## config.mk

```make
export PLATFORM = sky130hd
export DESIGN_NAME = seq_stim_ctrl_flat
export DESIGN_NICKNAME = d
export VERILOG_FILES = /design/src/rtl/seq_stim_ctrl_if.sv /design/src/rtl/seq_stim_ctrl.sv /design/src/flat_wrapper.sv
export SDC_FILE = /design/constraint.sdc
export NUM_CORES = 1
export LEC_CHECK = 0
export ABC_CLOCK_PERIOD_IN_PS = 2930
export CAP_MARGIN = 0
export CORE_UTILIZATION = 54
export CTS_BUF_LIST = sky130_fd_sc_hd__clkbuf_16
export DETAILED_ROUTE_END_ITERATION = 7
export HOLD_SLACK_MARGIN = 0.03
export PLACE_DENSITY = 0.8
export SYNTH_ARGS = -nofsm -noshare
export SYNTH_HDL_FRONTEND = slang
export SYNTH_SLANG_ARGS = --single-unit
export TNS_END_PERCENT = 10
```

## constraint.sdc

```tcl
create_clock -name clk -period 2.93 [get_ports clk]
set_clock_uncertainty 0.15 [all_clocks]
set_input_delay 0.586 -clock clk [delete_from_list [all_inputs] [get_ports clk]]
set_output_delay 0.586 -clock clk [all_outputs]
set_load 0.1 [all_outputs]
```

## src/rtl/seq_stim_ctrl_if.sv

```systemverilog
// Control-side bundle of the stimulus sequencer: run request, pattern setup
// and run status/results.
interface seq_stim_ctrl_if #(
  parameter int PAT_W = 16
);
  logic             start;
  logic             abort;
  logic [PAT_W-1:0] pattern;
  logic [4:0]       len;
  logic             busy;
  logic             done;
  logic [4:0]       hit_cnt;
  logic [PAT_W-1:0] hit_map;

  modport master (
    output start, abort, pattern, len,
    input  busy, done, hit_cnt, hit_map
  );

  modport slave (
    input  start, abort, pattern, len,
    output busy, done, hit_cnt, hit_map
  );
endinterface

```

## src/rtl/seq_stim_ctrl.sv

```systemverilog
// Serial stimulus sequencer: shifts a latched pattern LSB first into a stepped
// sequence detector and records which bits produced a detection.
module seq_stim_ctrl #(
  parameter int TICK_DIV = 12_500_000,
  parameter int PAT_W    = 16
) (
  input  logic          clk,
  input  logic          reset,
  seq_stim_ctrl_if.slave ctrl,
  input  logic          det_hit,
  output logic          det_in,
  output logic          det_step,
  output logic          det_rst
);

  localparam int          IDX_W     = (PAT_W > 1) ? $clog2(PAT_W) : 1;
  localparam logic [4:0]  PAT_W5    = 5'(PAT_W);
  localparam logic [27:0] TICK_LAST = 28'(TICK_DIV - 1);

  typedef enum logic [2:0] {
    ST_IDLE   = 3'd0,
    ST_CLEAR  = 3'd1,
    ST_WAIT   = 3'd2,
    ST_STEP   = 3'd3,
    ST_FINISH = 3'd4
  } state_t;

  state_t           state_r, state_nxt_s;
  logic [IDX_W-1:0] idx_r, idx_nxt_s;
  logic [27:0]      presc_r, presc_nxt_s;
  logic [PAT_W-1:0] pattern_r, pattern_nxt_s;
  logic [4:0]       len_r, len_nxt_s;
  logic [4:0]       hit_cnt_r, hit_cnt_nxt_s;
  logic [PAT_W-1:0] hit_map_r, hit_map_nxt_s;
  logic             abort_r, abort_nxt_s;
  logic             det_in_s, det_step_s, det_rst_s, busy_s, done_s;

  // State and datapath registers; reset wins over every input.
  always_ff @(posedge clk) begin
    if (reset) begin
      state_r   <= ST_IDLE;
      idx_r     <= '0;
      presc_r   <= 28'd0;
      pattern_r <= '0;
      len_r     <= 5'd0;
      hit_cnt_r <= 5'd0;
      hit_map_r <= '0;
      abort_r   <= 1'b0;
    end else begin
      state_r   <= state_nxt_s;
      idx_r     <= idx_nxt_s;
      presc_r   <= presc_nxt_s;
      pattern_r <= pattern_nxt_s;
      len_r     <= len_nxt_s;
      hit_cnt_r <= hit_cnt_nxt_s;
      hit_map_r <= hit_map_nxt_s;
      abort_r   <= abort_nxt_s;
    end
  end

  // Next-state logic and state-decoded detector/status outputs.
  always_comb begin
    state_nxt_s   = state_r;
    idx_nxt_s     = idx_r;
    presc_nxt_s   = presc_r;
    pattern_nxt_s = pattern_r;
    len_nxt_s     = len_r;
    hit_cnt_nxt_s = hit_cnt_r;
    hit_map_nxt_s = hit_map_r;
    abort_nxt_s   = 1'b0;
    det_in_s      = 1'b0;
    det_step_s    = 1'b0;
    busy_s        = 1'b1;
    done_s        = 1'b0;

    case (state_r)
      ST_IDLE: begin
        busy_s = 1'b0;
        if (ctrl.start) begin
          pattern_nxt_s = ctrl.pattern;
          len_nxt_s     = (ctrl.len > PAT_W5) ? PAT_W5 : ctrl.len;
          idx_nxt_s     = '0;
          presc_nxt_s   = 28'd0;
          hit_cnt_nxt_s = 5'd0;
          hit_map_nxt_s = '0;
          state_nxt_s   = ST_CLEAR;
        end else begin
          state_nxt_s = ST_IDLE;
        end
      end
      ST_CLEAR: begin
        presc_nxt_s = 28'd0;
        if (ctrl.abort) begin
          abort_nxt_s = 1'b1;
          state_nxt_s = ST_IDLE;
        end else if (len_r == 5'd0) begin
          state_nxt_s = ST_FINISH;
        end else begin
          state_nxt_s = ST_WAIT;
        end
      end
      ST_WAIT: begin
        det_in_s = pattern_r[idx_r];
        if (ctrl.abort) begin
          abort_nxt_s = 1'b1;
          presc_nxt_s = 28'd0;
          state_nxt_s = ST_IDLE;
        end else if (presc_r == TICK_LAST) begin
          presc_nxt_s = 28'd0;
          state_nxt_s = ST_STEP;
        end else begin
          presc_nxt_s = presc_r + 28'd1;
        end
      end
      ST_STEP: begin
        det_in_s   = pattern_r[idx_r];
        det_step_s = 1'b1;
        // A hit in the step cycle is recorded even if the run is being aborted.
        if (det_hit) begin
          hit_cnt_nxt_s        = (hit_cnt_r == 5'd31) ? 5'd31 : hit_cnt_r + 5'd1;
          hit_map_nxt_s[idx_r] = 1'b1;
        end else begin
          hit_cnt_nxt_s = hit_cnt_r;
        end
        if (ctrl.abort) begin
          abort_nxt_s = 1'b1;
          state_nxt_s = ST_IDLE;
        end else if (5'(idx_r) == len_r - 5'd1) begin
          state_nxt_s = ST_FINISH;
        end else begin
          idx_nxt_s   = idx_r + IDX_W'(1);
          state_nxt_s = ST_WAIT;
        end
      end
      ST_FINISH: begin
        done_s      = 1'b1;
        state_nxt_s = ST_IDLE;
      end
      default: begin
        busy_s      = 1'b0;
        state_nxt_s = ST_IDLE;
      end
    endcase

    // Detector clear covers the clear state, the cycle after an abort and reset.
    det_rst_s = reset || (state_r == ST_CLEAR) || abort_r;
  end

  assign det_in       = det_in_s   & ~reset;
  assign det_step     = det_step_s & ~reset;
  assign det_rst      = det_rst_s;
  assign ctrl.busy    = busy_s     & ~reset;
  assign ctrl.done    = done_s     & ~reset;
  assign ctrl.hit_cnt = hit_cnt_r;
  assign ctrl.hit_map = hit_map_r;

endmodule

```

## src/flat_wrapper.sv

```systemverilog
// flat-port wrapper written by rule: the top's interface ports become plain ports
module seq_stim_ctrl_flat 
#(
  parameter int TICK_DIV = 12_500_000,
  parameter int PAT_W    = 16
)
  (clk, reset, det_hit, det_in, det_step, det_rst, ctrl_start, ctrl_abort, ctrl_pattern, ctrl_len, ctrl_busy, ctrl_done, ctrl_hit_cnt, ctrl_hit_map);
  seq_stim_ctrl_if #(.PAT_W(PAT_W)) ctrl_i ();
  input  logic clk;
  input  logic reset;
  input  logic det_hit;
  output logic det_in;
  output logic det_step;
  output logic det_rst;
  input wire logic [$bits(ctrl_i.start)-1:0] ctrl_start;
  input wire logic [$bits(ctrl_i.abort)-1:0] ctrl_abort;
  input wire logic [$bits(ctrl_i.pattern)-1:0] ctrl_pattern;
  input wire logic [$bits(ctrl_i.len)-1:0] ctrl_len;
  output wire logic [$bits(ctrl_i.busy)-1:0] ctrl_busy;
  output wire logic [$bits(ctrl_i.done)-1:0] ctrl_done;
  output wire logic [$bits(ctrl_i.hit_cnt)-1:0] ctrl_hit_cnt;
  output wire logic [$bits(ctrl_i.hit_map)-1:0] ctrl_hit_map;
  assign ctrl_i.start = ctrl_start;
  assign ctrl_i.abort = ctrl_abort;
  assign ctrl_i.pattern = ctrl_pattern;
  assign ctrl_i.len = ctrl_len;
  assign ctrl_busy = ctrl_i.busy;
  assign ctrl_done = ctrl_i.done;
  assign ctrl_hit_cnt = ctrl_i.hit_cnt;
  assign ctrl_hit_map = ctrl_i.hit_map;
  seq_stim_ctrl #(.TICK_DIV(TICK_DIV), .PAT_W(PAT_W)) u_core (.clk(clk), .reset(reset), .ctrl(ctrl_i), .det_hit(det_hit), .det_in(det_in), .det_step(det_step), .det_rst(det_rst));
endmodule
```

**After elaboration in Yosys (flattened, before gate mapping)**

Index checks and enable logic that the tools add are counted.

- Add/subtract/negate cells: 4
- $lt $le $gt $ge: 3
- Equality and inequality tests: 12
- Mux-type cells: 33
- Bitwise logic cells: 7
- Reduce and logical (&&, ||, !) cells: 15

Operators by type and width:

| operator | number |
|---|---|
| $mux W28 | 3 |
| $pmux W28 S3 | 1 |
| $mux W16 | 2 |
| $pmux W16 S2 | 1 |
| $add A28 B1 Y28 const B | 1 |
| $eq A28 B24 Y1 const B | 1 |
| $mux W5 | 4 |
| $mux W3 | 6 |
| $or A16 B16 Y16 | 1 |
| $mux W4 | 3 |
| $pmux W3 S4 | 1 |
| $pmux W5 S2 | 1 |
| $mux W1 | 8 |
| $ne A2 B2 Y1 const B | 4 |
| $pmux W4 S2 | 1 |
| $eq A3 B2 Y1 const B | 2 |
| $add A5 B1 Y5 const B | 1 |
| $eq A4 B5 Y1 | 1 |
| $eq A5 B5 Y1 const B | 1 |
| $gt A5 B5 Y1 const B | 1 |
| $logic_not A5 Y1 | 1 |
| $lt A4 B5 Y1 const B | 1 |
| $sub A5 B1 Y5 const B | 1 |
| $add A4 B1 Y4 const B | 1 |
| 19 further kinds | 26 |

- Register bits after elaboration: 78
- Input port bits: 26
- Logic and storage cells: 82

**Longest topological paths before layout**

- Word-level depth: 7
- Mapped depth: 8
- Gate-level depth less buffers: 7

**Worst setup path after synthesis**

Ideal clock, no wire load.

- Path kind: reg-to-output
- From: register u_core.state_r[2]
- To: output port det_rst
- Arrival: 2.765 ns
- Data required time: 2.194 ns
- Slack: -0.571 ns
- Stages on the path, launching flop included: 4
- Cells stage by stage: dfxtp_1 buf_2 nand2b_1 o21ai_0

- Longest elaborated chain between the ends: 3

Ends and longest elaborated chain:

| item | line | text |
|---|---|---|
| start: declaration | seq_stim_ctrl.sv:28 | `state_t state_r, state_nxt_s;` |
| start signal: assignment | seq_stim_ctrl.sv:50 | `state_r <= state_nxt_s;` |
| $eq A3 B1 Y1 | seq_stim_ctrl.sv:146 | `det_rst_s = reset \|\| (state_r == ST_CLEAR) \|\| abort_r;` |
| $logic_or A1 B1 Y1 (2 in a row) | seq_stim_ctrl.sv:146 |  |
| end: declaration | flat_wrapper.sv:14 | `output logic det_rst;` |

Every way passes these cells.

**Final worst setup path**

- From: register u_core.idx_r[1]
- To: output port det_in

- Longest elaborated chain between the ends: 4

Ends and longest elaborated chain:

| item | line | text |
|---|---|---|
| start: declaration | seq_stim_ctrl.sv:29 | `logic [IDX_W-1:0] idx_r, idx_nxt_s;` |
| start signal: assignment | seq_stim_ctrl.sv:51 | `idx_r <= idx_nxt_s;` |
| $bmux W1 S4 | seq_stim_ctrl.sv:103, seq_stim_ctrl.sv:116 |  |
| $mux W1 (implied by the code) | seq_stim_ctrl.sv:103, seq_stim_ctrl.sv:116 |  |
| $mux W1 | n/a |  |
| $and A1 B1 Y1 | seq_stim_ctrl.sv:149 | `assign det_in = det_in_s & ~reset;` |
| end: declaration | flat_wrapper.sv:12 | `output logic det_in;` |

Every way passes these cells. The select of a mux whose other input is x is not followed.

==> impl_metrics.ini <==
[placed_design]
hpwl_mm = 5.561
dp.cells = 528
gp_congestion = 0.8243
port_buffers = 51
place_ws_ps = 212.0

[timing]
whs_ps = 303.2
tightest_slew_ps = 560.2
finalCritPeriodShare = 0.9797
period_needed_ps = 2870
fmax_mhz = 348.4
fin_ws_ps = 59.56
rsz0062_at_grt = no
setup_viol = 0
final_hold_viol_count = 0
drv_slew = 0
slew_headroom = 0.6260

[detailed_routing]
routed_wl_mm = 7.911
drtPass1Iterations = 7
first_iter_violations = 201
via_count = 3112
routedWlPerCell_um = 14.54
drc_errors = 4
drtAntennaViolNets = 0
vias_per_cell = 5.721

[pwr]
vdd_drop_max_uv = 309.9
comb_power_share = 0.089
power_frac_seq = 0.461
p_int_mw = 1.830
clockPowerShare = 0.450
netSwitchingPower_mw = 0.5663
powerDensity_nw_per_um2 = 534.6
switching_share = 0.2363
leakagePower_nw = 1.641
total_power_mw = 2.396

[cells_and_area]
layout_common_cells = dfxtp_1 (77), nor2_1 (59), nand2_1 (53)
antenna_cells = 0
final_common_cell = dfxtp_1
drive_gt1_frac = 0.1413
fin_util = 0.6978
area_growth_pct = 23.22
final_cells = 544
final_nets = 495

[yosys]
ys_seq_area_frac = 0.4293
synthArstFlopShare = 0
synthFlopType = dfxtp_1
yosysWarnings = 0
synth_cell_types = 49
synthCells = 414
synth-edff-count = 0
synth-seq-cells = 78
syn_nets = 447
netlist_area_um2 = 3637
syn_avg_cell_area_um2 = 8.786

[clock_tree]
h-tree-depth = 3
cts_root_buf = clkbuf_16
cts_buffers = 9
clock-sinks = 78
cts_tree = done
clk_pin_slew_worst_paths_ps = 60
clock_path_buffers = 2
ctsHoldBuffers = 0
clk_latency_ps = 340

[floorplanning]
die_w_um = 84.07
pin_count = 52
initial_core_util = 0.5663
coreArea_um2 = 6422
die_h_um = 84.07
dieArea_um2 = 7068
num_rows = 29

[setup_path]
critPathArrivalTime_ps = 2130
path_cells = mux4_2, mux4_2, and3_1, buf_12
crit_cells = 4
cpMaxStageDelayCell = dfxtp_1
critPathTopFamily = multiplexers
rr_worst_depth = 7
critical_path_buf_inv_count = 1
worst-path-max-fanout = 9
crit_type = flop to output port
max_stage_delay_ps = 560
crit_path_start_kind = flop
cpMostUsedCell = mux4_2
cp-end-kind = output port
required_ps = 2190

[status]
violations = design-rule violations
status = finished, violations left

[global_route]
top_usage_layer = met2
grt_pass1_vias = 2965
grt_start_max_net_pins = 29
grt_use_met1 = 0.3029
grt_first_pass_wirelength_mm = 13.49
use_met3 = 0.06726
grt_util_met2 = 0.3860
track_usage = 0.2398
antenna_found_initial = 0
grt.overflow.total = 0

[min_path]
holdPathStages = 2
hold_path_class = flop to flop

[job]
drv_cap = 0
## final cells by class
type,count,area [um2]
clock buffers,9,225.2
clock inverters,7,65.06
fillers,488,1941
inverters,8,30.03
multi-input cells,306,1934
flip-flops and latches,78,1563
well taps,77,96.34
repair buffers,59,568.0
## layer usage
| layer | routed length (um) | up-vias |
|---|---|---|
| li1 | - | 1551 |
| met1 | 3641 | 1462 |
| met4 | 133 | 0 |
| met5 | 0 | - |
| met3 | 432 | 11 |
| met2 | 3703 | 88 |
## timing repair
| item | in CTS | in global routing |
|---|---|---|
| buffers inserted | 0 | 0 |
| endpoints found under the setup margin | 1 | 0 |
| gates resized for setup | 1 | 0 |
## registers in the layout, indices dropped and copies added (netlist names)
name,count
u_core.presc_r,28
u_core.ctrl.hit_map,16
u_core.pattern_r,16
u_core.ctrl.hit_cnt,5
u_core.len_r,5
u_core.idx_r,4
u_core.state_r,3
u_core.abort_r,1
## cell usage after synthesis (all sizes together) (7+ instances only)
| master | n | area [um2] |
|---|---|---|
| dfxtp | 78 | 1562 |
| nor2 | 59 | 221.5 |
| nand2 | 53 | 198.9 |
| a21oi | 43 | 219.0 |
| xnor2 | 22 | 192.7 |
| nor3 | 17 | 85.08 |
| buf | 11 | 68.81 |
| clkbuf | 11 | 42.54 |
| nand3 | 11 | 55.05 |
| nand4 | 10 | 75.07 |
| xor2 | 10 | 87.58 |
| and3 | 8 | 50.05 |
| inv | 8 | 30.03 |
| nor4 | 8 | 50.05 |
| ha | 7 | 87.58 |
## logic make-up after synthesis
logic type / Yosys count / synth area share
muxes: 7 / 0.03646
and+or+nand+nor: 196 / 0.2797
buffers and inverters: 30 / 0.03887
AOI/OAI and AO/OA: 63 / 0.1077
adders and majority gates: 7 / 0.02408
DFF: 78 / 0.4293
xor gates and xnor gates: 33 / 0.08393
## tightest hold or removal path: stages, from the launching register on
cell and delay (ps):
dfxtp_1 310, nand2_1 50, a21oi_1 50
## power groups by stage
| stage | logic, mW | registers [mW] | clock network, mW |
|---|---|---|---|
| 6_report | 0.214 | 1.11 | 1.08 |
| 5_1_grt | 0.232 | 1.11 | 1.14 |
| 4_1_cts | 0.214 | 1.10 | 1.10 |
| 3_5_place_dp | 0.213 | 1.13 | 0 |
| 3_3_place_gp | 0.210 | 1.13 | 0 |
| 2_1_floorplan | 0.137 | 1.13 | 0 |
## through the flow
step	cell area, um2	setup TNS, ps
2_1_floorplan	3637	-2.154
3_3_place_gp	4190	0
3_5_place_dp	4190	0
4_1_cts	4482	0
5_1_grt	4482	0
6_report	4482	0
## worst paths after layout
kind	startpoint	end	slack (ps)
worst max register to register	u_core.len_r[0]	u_core.idx_r[1]	620
worst min register to register	u_core.pattern_r[1]	u_core.pattern_r[1]	300
worst min-delay path	u_core.pattern_r[1]	u_core.pattern_r[1]	300
worst max-delay path	u_core.idx_r[1]	det_in	60
Power figures use the tool's default switching activity.
